File: config.mk
export PLATFORM = sky130hd
export DESIGN_NAME = regfile_wb_arbiter_flat
export DESIGN_NICKNAME = d
export VERILOG_FILES = /design/src/rtl/regfile_wb_arbiter_if.sv /design/src/rtl/regfile_wb_arbiter.sv /design/src/flat_wrapper.sv
export SDC_FILE = /design/constraint.sdc
export NUM_CORES = 1
export LEC_CHECK = 0
export BUFFER_PORTS_ARGS = -buffer_cell sky130_fd_sc_hd__clkbuf_2
export CORE_UTILIZATION = 35
export DETAILED_ROUTE_END_ITERATION = 12
export PLACE_DENSITY = 0.66
export SLEW_MARGIN = 20
export SYNTH_ARGS = -nofsm -noshare
export SYNTH_HDL_FRONTEND = slang
export SYNTH_SLANG_ARGS = --single-unit
File: constraint.sdc
create_clock -name clk -period 1.7 [get_ports clk]
set_clock_uncertainty 0.2 [all_clocks]
set_input_delay 0.34 -clock clk [delete_from_list [all_inputs] [get_ports clk]]
set_output_delay 0.34 -clock clk [all_outputs]
set_load 0.02 [all_outputs]
File: src/rtl/regfile_wb_arbiter_if.sv
// Bundles the writeback bus of regfile_wb_arbiter.
//   ALU source    : alu_valid, alu_addr, alu_data -> alu_ready
//   Memory source : mem_valid, mem_addr, mem_data -> mem_ready
//   Issue         : issue_valid, issue_addr (marks a destination busy)
//   Write port    : Ad_c, data_wr, wr_acc (to the 32x64 register file)
//   Status        : busy (per-register outstanding write), conflict_cnt
// The slave modport is the arbiter's view; master is the environment's view.
interface regfile_wb_arbiter_if #(
  parameter int DATA_W = 64,
  parameter int ADDR_W = 5,
  parameter int NREG   = 32,
  parameter int CNT_W  = 16
);
  logic              alu_valid;
  logic [ADDR_W-1:0] alu_addr;
  logic [DATA_W-1:0] alu_data;
  logic              alu_ready;
  logic              mem_valid;
  logic [ADDR_W-1:0] mem_addr;
  logic [DATA_W-1:0] mem_data;
  logic              mem_ready;
  logic              issue_valid;
  logic [ADDR_W-1:0] issue_addr;
  logic [ADDR_W-1:0] Ad_c;
  logic [DATA_W-1:0] data_wr;
  logic              wr_acc;
  logic [NREG-1:0]   busy;
  logic [CNT_W-1:0]  conflict_cnt;

  modport slave (
    input  alu_valid, alu_addr, alu_data,
    input  mem_valid, mem_addr, mem_data,
    input  issue_valid, issue_addr,
    output alu_ready, mem_ready,
    output Ad_c, data_wr, wr_acc, busy, conflict_cnt
  );

  modport master (
    output alu_valid, alu_addr, alu_data,
    output mem_valid, mem_addr, mem_data,
    output issue_valid, issue_addr,
    input  alu_ready, mem_ready,
    input  Ad_c, data_wr, wr_acc, busy, conflict_cnt
  );
endinterface

File: src/rtl/regfile_wb_arbiter.sv
// Round-robin arbiter sharing the register file's single write port between
// the ALU and memory writeback sources, with a busy scoreboard and a
// saturating contention counter.
//   clk  : rising-edge clock
//   rst  : synchronous active-high reset
//   bus  : regfile_wb_arbiter_if.slave (sources, issue, write port, status)
// Readies are combinational from the valids and the last-grant pointer; the
// write port is registered one cycle after acceptance.
module regfile_wb_arbiter #(
  parameter int DATA_W = 64,
  parameter int ADDR_W = 5,
  parameter int NREG   = 32,
  parameter int CNT_W  = 16
) (
  input  logic                  clk,
  input  logic                  rst,
  regfile_wb_arbiter_if.slave   bus
);

  localparam logic [CNT_W-1:0] CNT_MAX = '1;

  function automatic logic [CNT_W-1:0] sat_inc(input logic [CNT_W-1:0] v);
    return (v == CNT_MAX) ? v : v + 1'b1;
  endfunction

  logic              r_last_mem;
  logic              r_vld_p1;
  logic [ADDR_W-1:0] r_addr_p1;
  logic [DATA_W-1:0] r_data_p1;
  logic [NREG-1:0]   r_busy;
  logic [CNT_W-1:0]  r_cnt;

  logic              w_alu_rdy;
  logic              w_mem_rdy;
  logic              w_both;
  logic [NREG-1:0]   w_busy_nxt;

  // ---- stage p0: combinational grant ----
  // On contention the source not granted last wins; r_last_mem = 1 means
  // the memory unit had the most recent grant.
  assign w_both    = bus.alu_valid & bus.mem_valid;
  assign w_alu_rdy = ~rst & bus.alu_valid & (~bus.mem_valid | r_last_mem);
  assign w_mem_rdy = ~rst & bus.mem_valid & (~bus.alu_valid | ~r_last_mem);

  assign bus.alu_ready = w_alu_rdy;
  assign bus.mem_ready = w_mem_rdy;

  // Clear for the write on the port this cycle is applied first so that a
  // same-register issue in the same cycle leaves the register busy.
  always_comb begin
    w_busy_nxt = r_busy;
    if (r_vld_p1)        w_busy_nxt[r_addr_p1]      = 1'b0;
    if (bus.issue_valid) w_busy_nxt[bus.issue_addr] = 1'b1;
  end

  // ---- stage p1: registered write port and status ----
  always_ff @(posedge clk) begin
    if (rst) begin
      r_last_mem <= 1'b1;
      r_vld_p1   <= 1'b0;
      r_addr_p1  <= '0;
      r_data_p1  <= '0;
      r_busy     <= '0;
      r_cnt      <= '0;
    end else begin
      r_vld_p1 <= w_alu_rdy | w_mem_rdy;
      if (w_alu_rdy) begin
        r_addr_p1  <= bus.alu_addr;
        r_data_p1  <= bus.alu_data;
        r_last_mem <= 1'b0;
      end else if (w_mem_rdy) begin
        r_addr_p1  <= bus.mem_addr;
        r_data_p1  <= bus.mem_data;
        r_last_mem <= 1'b1;
      end
      r_busy <= w_busy_nxt;
      if (w_both) r_cnt <= sat_inc(r_cnt);
    end
  end

  assign bus.wr_acc       = r_vld_p1;
  assign bus.Ad_c         = r_addr_p1;
  assign bus.data_wr      = r_data_p1;
  assign bus.busy         = r_busy;
  assign bus.conflict_cnt = r_cnt;

endmodule

File: src/flat_wrapper.sv
// flat-port wrapper written by rule: the top's interface ports become plain ports
module regfile_wb_arbiter_flat 
#(
  parameter int DATA_W = 64,
  parameter int ADDR_W = 5,
  parameter int NREG   = 32,
  parameter int CNT_W  = 16
)
  (clk, rst, bus_alu_valid, bus_alu_addr, bus_alu_data, bus_mem_valid, bus_mem_addr, bus_mem_data, bus_issue_valid, bus_issue_addr, bus_alu_ready, bus_mem_ready, bus_Ad_c, bus_data_wr, bus_wr_acc, bus_busy, bus_conflict_cnt);
  regfile_wb_arbiter_if #(.DATA_W(DATA_W), .ADDR_W(ADDR_W), .NREG(NREG), .CNT_W(CNT_W)) bus_i ();
  input  logic clk;
  input  logic rst;
  input wire logic [$bits(bus_i.alu_valid)-1:0] bus_alu_valid;
  input wire logic [$bits(bus_i.alu_addr)-1:0] bus_alu_addr;
  input wire logic [$bits(bus_i.alu_data)-1:0] bus_alu_data;
  input wire logic [$bits(bus_i.mem_valid)-1:0] bus_mem_valid;
  input wire logic [$bits(bus_i.mem_addr)-1:0] bus_mem_addr;
  input wire logic [$bits(bus_i.mem_data)-1:0] bus_mem_data;
  input wire logic [$bits(bus_i.issue_valid)-1:0] bus_issue_valid;
  input wire logic [$bits(bus_i.issue_addr)-1:0] bus_issue_addr;
  output wire logic [$bits(bus_i.alu_ready)-1:0] bus_alu_ready;
  output wire logic [$bits(bus_i.mem_ready)-1:0] bus_mem_ready;
  output wire logic [$bits(bus_i.Ad_c)-1:0] bus_Ad_c;
  output wire logic [$bits(bus_i.data_wr)-1:0] bus_data_wr;
  output wire logic [$bits(bus_i.wr_acc)-1:0] bus_wr_acc;
  output wire logic [$bits(bus_i.busy)-1:0] bus_busy;
  output wire logic [$bits(bus_i.conflict_cnt)-1:0] bus_conflict_cnt;
  assign bus_i.alu_valid = bus_alu_valid;
  assign bus_i.alu_addr = bus_alu_addr;
  assign bus_i.alu_data = bus_alu_data;
  assign bus_i.mem_valid = bus_mem_valid;
  assign bus_i.mem_addr = bus_mem_addr;
  assign bus_i.mem_data = bus_mem_data;
  assign bus_i.issue_valid = bus_issue_valid;
  assign bus_i.issue_addr = bus_issue_addr;
  assign bus_alu_ready = bus_i.alu_ready;
  assign bus_mem_ready = bus_i.mem_ready;
  assign bus_Ad_c = bus_i.Ad_c;
  assign bus_data_wr = bus_i.data_wr;
  assign bus_wr_acc = bus_i.wr_acc;
  assign bus_busy = bus_i.busy;
  assign bus_conflict_cnt = bus_i.conflict_cnt;
  regfile_wb_arbiter #(.DATA_W(DATA_W), .ADDR_W(ADDR_W), .NREG(NREG), .CNT_W(CNT_W)) u_core (.clk(clk), .rst(rst), .bus(bus_i));
endmodule
==> results of run 1 <==
logic make-up after synthesis:
logic type               share of synthesized area
AO/OA/AOI/OAI                                0.283
XOR/XNOR                                   0.00180
adder cells (fa/ha/maj)                    0.00257
buffers and inverters                       0.0465
flip-flops                                   0.489
multiplexers                               0.00616
AND/OR/NAND/NOR                              0.171
flip-flops by register name, summed over array words and instances (netlist names):
| signal | count |
|---|---|
| u_core.bus.conflict_cnt | 16 |
| u_core.r_last_mem | 1 |
| u_core.bus.Ad_c | 5 |
| u_core.bus.data_wr | 64 |
| u_core.bus.busy | 32 |
| u_core.bus.wr_acc | 1 |
critical path, stage by stage, from the launching register on:
cell,delay (ns)
dfxtp_2,0.33
nor2b_2,0.04
or3_4,0.42
inv_8,0.08
buf_6,0.11
power breakdown:
group,internal [mW],switching (mW)
clock,2.14,1.24
combinational,0.492,0.607
sequential,2.91,0.0751
layout by cell type (no fill, tap or decap), drive strengths merged:
| cell type | n |
|---|---|
| or3 | 5 |
| clkbuf | 286 |
| nor3b | 4 |
| nor3 | 4 |
| a21oi | 110 |
| mux2i | 3 |
| dfxtp | 119 |
| nor2b | 1 |
| or4 | 7 |
| inv | 6 |
| and4 | 2 |
| o2111ai | 2 |
| o311ai | 2 |
| nand4 | 8 |
| dlygate4sd3 | 48 |
| and2 | 2 |
| and3 | 4 |
| a211oi | 2 |
| o31ai | 7 |
| clkinv | 4 |
| a211o | 1 |
| and3b | 2 |
| clkinvlp | 2 |
| or3b | 2 |
| o21ai | 38 |
| a22oi | 67 |
| nand3b | 6 |
| xor2 | 1 |
| bufinv | 1 |
| nand2 | 111 |
| ha | 1 |
| nor2 | 11 |
| bufbuf | 1 |
| o41ai | 2 |
| nor4 | 1 |
| o211ai | 1 |
| nand3 | 6 |
| buf | 71 |
metal layers:
layer | global-route usage | vias up | wire, microns
met5 | 0 | - | 0
met4 | 0.103 | 0 | 394
met1 | 0.276 | 2755 | 7250
met3 | 0.0813 | 37 | 1440
met2 | 0.436 | 253 | 9280
li1 | - | 2845 | -
stage by stage:
step	cell area (sq um)	hold slack, ns	instances
finish	8050	0.0145	1127
global route	8050	0.00832	1127
CTS	7900	0.000172	1121
floorplan	4910	0.259	581
detailed placement	6730	0.247	1037
global placement	6730	0.241	1037
path summary, 6_finish.rpt:
path / endpoint / slack (ns) / cells past startpoint
setup reg to reg: u_core.bus.data_wr[0]$_SDFFE_PP0P_ / -0.11 / 7
hold reg to reg: u_core.bus.data_wr[48]$_SDFFE_PP0P_ / 0.25 / 2
hold / removal: u_core.bus.data_wr[43]$_SDFFE_PP0P_ / 0.01 / 3
setup / recovery: bus_alu_ready / -0.23 / 4
area by class of cell:
class,instances,area (sq um)
Fill cell,1210,5360
Clock buffer,22,485
Tap cell,176,220
Timing Repair Buffer,384,2430
Inverter,5,26.3
Sequential cell,119,2410
Clock inverter,8,71.3
Multi-Input combinational cell,413,2400
what timing repair did:
| item | CTS | global route |
|---|---|---|
| pin swaps | 3 | 5 |
| setup endpoints to repair | 40 | 79 |
| gates cloned | 1 | 2 |
| hold buffers | 48 | 0 |
| gates resized for setup | 13 | 29 |
| hold endpoints to repair | 41 | 0 |
| setup buffers | 5 | 5 |
==> flow_metrics.env, run 1 <==
export IMPL_hold_violations=0
export IMPL_cts_tree="built"
export IMPL_pin_count=268
export IMPL_cap_viol_max_count=0
export IMPL_grt_overflow_total=0
export IMPL_io_buffers=267
export IMPL_p_per_area_nw_per_um2=929
export IMPL_endpoint_kind="output port"
export IMPL_rsz0062_at_grt="yes"
export IMPL_synthArstFlopShare=0
export IMPL_h_tree_depth=4
export IMPL_synth_edff_count=0
export IMPL_netlist_area_sq_um=4870
export IMPL_die_h_microns=120
export IMPL_synth_ff_type="dfxtp_1"
export IMPL_status="complete, but fails checks"
export IMPL_cts_path_max_buffers=2
export IMPL_fin_setup_tns_ns=-3.95
export IMPL_setup_violations=71
export IMPL_wl_per_cell_microns=16.3
export IMPL_synth_largest_area_cell="dfxtp_1"
export IMPL_via_per_inst=5.23
export IMPL_dr_pass1_iters=5
export IMPL_place_gp_congestion=0.838
export IMPL_crit_start="u_core.r_last_mem$_SDFFE_PP1P_"
export IMPL_hp_class="in -> reg"
export IMPL_layout_drive_gt1_share=0.429
export IMPL_worstPathArrival_ns=1.39
export IMPL_max_slew_margin=0.354
export IMPL_yosys_cell_types_count=40
export IMPL_synth_seq_cells=119
export IMPL_core_area_sq_um=13400
export IMPL_yosys_warnings=0
export IMPL_period_needed_ns=1.93
export IMPL_num_rows=42
export IMPL_p_leak_nw=3.56
export IMPL_crit_type="reg -> out"
export IMPL_critPathMaxFanout=2
export IMPL_diodes=0
export IMPL_p_total_mw=7.47
export IMPL_synthToLayoutAreaGrowth_pct=65.1
export IMPL_dp_final_hpwl_microns=12400
export IMPL_fmax_mhz=518
export IMPL_synth_cells=581
export IMPL_clock_sinks=119
export IMPL_grtUsageTotal=0.249
export IMPL_reg2reg_from="u_core.r_last_mem$_SDFFE_PP1P_"
export IMPL_worst_setup_path_start_kind="flip-flop"
export IMPL_avgSynthCellArea_sq_um=8.39
export IMPL_cts_root_buf="clkbuf_16"
export IMPL_clkTransAtPathRegs_ns=0.06
export IMPL_drcViolationCount=0
export IMPL_grt_max_degree=91
export IMPL_ys_seq_area_frac=0.489
export IMPL_antenna_found_initial=0
export IMPL_tightest_slew_ns=0.968
export IMPL_nets=1089
export IMPL_pre_cts_slack_ns=-0.289
export IMPL_grt_pass1_vias=5675
export IMPL_grt_pass1_wl_microns=27900
export IMPL_clk_insertion_delay_late_ns=0.42
export IMPL_die_w_microns=120
export IMPL_post_route_period_util=1.14
export IMPL_via_count=5890
export IMPL_drt_total_wl_microns=18400
export IMPL_yosysMostFrequentCell="dfxtp_1"
export IMPL_required_ns=1.16
export IMPL_cts_buffers=17
export IMPL_synth_top_area_share=0.489
export IMPL_synth_common_cells="dfxtp_1, nand2_1, a21oi_1, a22oi_1, o21ai_0"
export IMPL_ant_nets=0
export IMPL_violations="negative setup slack"
export IMPL_setup_ws_ns=-0.230
export IMPL_start_util=0.364
export IMPL_syn_num_nets=730
export IMPL_yosys_top_cells_area="dfxtp_1, a21oi_1, a22oi_1"
export IMPL_drv_slew=0
export IMPL_final_core_util=0.600
export IMPL_hp_start="bus_mem_data[43]"
export IMPL_die_area_sq_um=14400
export IMPL_drtIter0Drc=309
export IMPL_ir_drop_uv=611
No activity file was read; power rests on OpenSTA's default activity.
==> run 2: changes to the inputs <==
--- a/config.mk
+++ b/config.mk
@@ -7,8 +7,10 @@
 export LEC_CHECK = 0
 export BUFFER_PORTS_ARGS = -buffer_cell sky130_fd_sc_hd__clkbuf_2
 export CORE_UTILIZATION = 35
+export CTS_BUF_LIST = sky130_fd_sc_hd__clkbuf_16
 export DETAILED_ROUTE_END_ITERATION = 12
 export PLACE_DENSITY = 0.66
+export SETUP_SLACK_MARGIN = 0.4
 export SLEW_MARGIN = 20
 export SYNTH_ARGS = -nofsm -noshare
 export SYNTH_HDL_FRONTEND = slang
==> flow_metrics.env, run 2 (same netlist as run 1, synthesis figures left out) <==
export IMPL_start_util=0.364
export IMPL_hold_violations=0
export IMPL_setup_ws_ns=-0.205
export IMPL_hp_class="in -> reg"
export IMPL_grt_max_degree=57
export IMPL_cp_num_cells=4
export IMPL_dpl_cell_count=1025
export IMPL_wl_per_cell_microns=23.0
export IMPL_hp_start="bus_mem_addr[4]"
export IMPL_via_per_inst=5.81
export IMPL_cp_slowest_cell="or3_4"
export IMPL_grt_pass1_vias=6080
export IMPL_drv_slew=0
export IMPL_worst_r2r_path_depth=9
export IMPL_antenna_found_initial=1
export IMPL_crit_family="simple AND/OR/NAND/NOR gates"
export IMPL_rsz0062_at_grt="yes"
export IMPL_status="complete, but fails checks"
export IMPL_ir_drop_uv=1010
export IMPL_crit_start="u_core.r_last_mem$_SDFFE_PP1P_"
export IMPL_worstPathArrival_ns=1.37
export IMPL_final_core_util=0.803
export IMPL_final_cell_mix="clkbuf_2, buf_8, nand2_1"
export IMPL_num_fill_cells=701
export IMPL_multi_input_area_sq_um=3010
export IMPL_die_area_sq_um=14400
export IMPL_crit_path_end="bus_alu_ready"
export IMPL_fin_hold_ws_ns=0.0112
export IMPL_crit_path_max_incr_delay_ns=0.37
export IMPL_reg2reg_slack_ns=-0.18
export IMPL_grt_overflow_total=0
export IMPL_worst_path_buf_inv=2
export IMPL_max_slew_margin=0.614
export IMPL_nets=1123
export IMPL_regArea_sq_um=2590
export IMPL_cts_buffers=17
export IMPL_place_gp_congestion=0.847
export IMPL_post_route_period_util=1.12
export IMPL_cts_path_max_buffers=2
export IMPL_worst_setup_path_start_kind="flip-flop"
export IMPL_cap_viol_max_count=0
export IMPL_drtIter0Drc=642
export IMPL_p_total_mw=8.71
export IMPL_die_h_microns=120
export IMPL_pre_cts_slack_ns=-0.123
export IMPL_grt_pass1_wl_microns=32100
export IMPL_critPathMaxFanout=2
export IMPL_core_area_sq_um=13400
export IMPL_crit_type="reg -> out"
export IMPL_period_needed_ns=1.91
export IMPL_crit_chain="nor2b_4, or3_4, inv_8, buf_8"
export IMPL_p_per_area_nw_per_um2=809
export IMPL_p_leak_nw=4.39
export IMPL_violations="negative setup slack"
export IMPL_dr_pass1_iters=7
export IMPL_layout_commonest_cell="clkbuf_2"
export IMPL_required_ns=1.16
export IMPL_cts_tree="built"
export IMPL_via_count=6762
export IMPL_clock_sinks=119
export IMPL_clk_insertion_delay_late_ns=0.42
export IMPL_cts_root_buf="clkbuf_16"
export IMPL_r2r_end="u_core.bus.data_wr[59]$_SDFFE_PP0P_"
export IMPL_largest_register_ffs=64
export IMPL_die_w_microns=120
export IMPL_h_tree_depth=4
export IMPL_synthToLayoutAreaGrowth_pct=121
export IMPL_endpoint_kind="output port"
export IMPL_drcViolationCount=0
export IMPL_setup_violations=71
export IMPL_drt_total_wl_microns=26800
export IMPL_ant_nets=0
export IMPL_reg2reg_from="u_core.r_last_mem$_SDFFE_PP1P_"
export IMPL_fin_cells=1163
export IMPL_num_rows=42
export IMPL_dp_final_hpwl_microns=12600
export IMPL_pin_count=268
export IMPL_tightest_slew_ns=0.578
export IMPL_clkTransAtPathRegs_ns=0.05
export IMPL_fmax_mhz=525
export IMPL_layout_drive_gt1_share=0.694
export IMPL_io_buffers=267
export IMPL_grtUsageTotal=0.290
## run 2: worst reg2reg max path: cells and delay by family, from the launching register on
family                 cells  cell delay [ns]
buffers and inverters      5             0.68
flip-flops                 1             0.36
AND/OR/NAND/NOR            2             0.26
AO/OA/AOI/OAI              2             0.25
## run 2: cell type report
class / count / share of cell area
flip-flops and latches: 119 / 0.240
repair buffers: 418 / 0.397
diodes: 1 / 0.000232
inverters: 5 / 0.00267
multi-input cells: 413 / 0.280
clock inverters: 13 / 0.0171
well taps: 176 / 0.0205
clock buffers: 18 / 0.0418
## run 2: how the worst min path moves through the flow
stage	slack [ns]	endpoint	cells past startpoint
after global placement	0.24	u_core.bus.data_wr[33]$_SDFFE_PP0P_	2
after floorplan	0.29	u_core.r_last_mem$_SDFFE_PP1P_	1
after global routing	0.005	u_core.bus.data_wr[26]$_SDFFE_PP0P_	3
after detailed placement	0.25	u_core.bus.data_wr[43]$_SDFFE_PP0P_	2
final	0.01	u_core.bus.Ad_c[4]$_SDFFE_PP0P_	3
after CTS	0.0009	u_core.bus.data_wr[32]$_SDFFE_PP0P_	3
## run 2: where the power goes
| part | switching, mW | internal (mW) |
|---|---|---|
| clock | 1.28 | 2.64 |
| sequential | 0.140 | 2.91 |
| combinational | 0.825 | 0.913 |
## run 2: timing repair
item	4_1_cts	5_1_grt
endpoints found under the hold margin	20	2
setup buffers	35	35
setup endpoints to repair	237	237
cloned	5	9
hold buffers	20	2
gates resized for setup	393	296
pin swaps	35	62
## run 2: routing by layer
metal,vias up,track usage,share of wire
met2,456,0.514,0.51
met3,149,0.0932,0.085
li1,2924,-,-
met5,-,0,0
met1,3233,0.323,0.34
met4,0,0.104,0.065
## run 2: stage by stage
stage,instance area [sq um],TNS (ns)
2_1_floorplan,5110,0
3_3_place_gp,6760,-3.54
5_1_grt,10800,-10.79
4_1_cts,9510,-3.32
3_5_place_dp,6760,-4.76
6_report,10800,-8.03
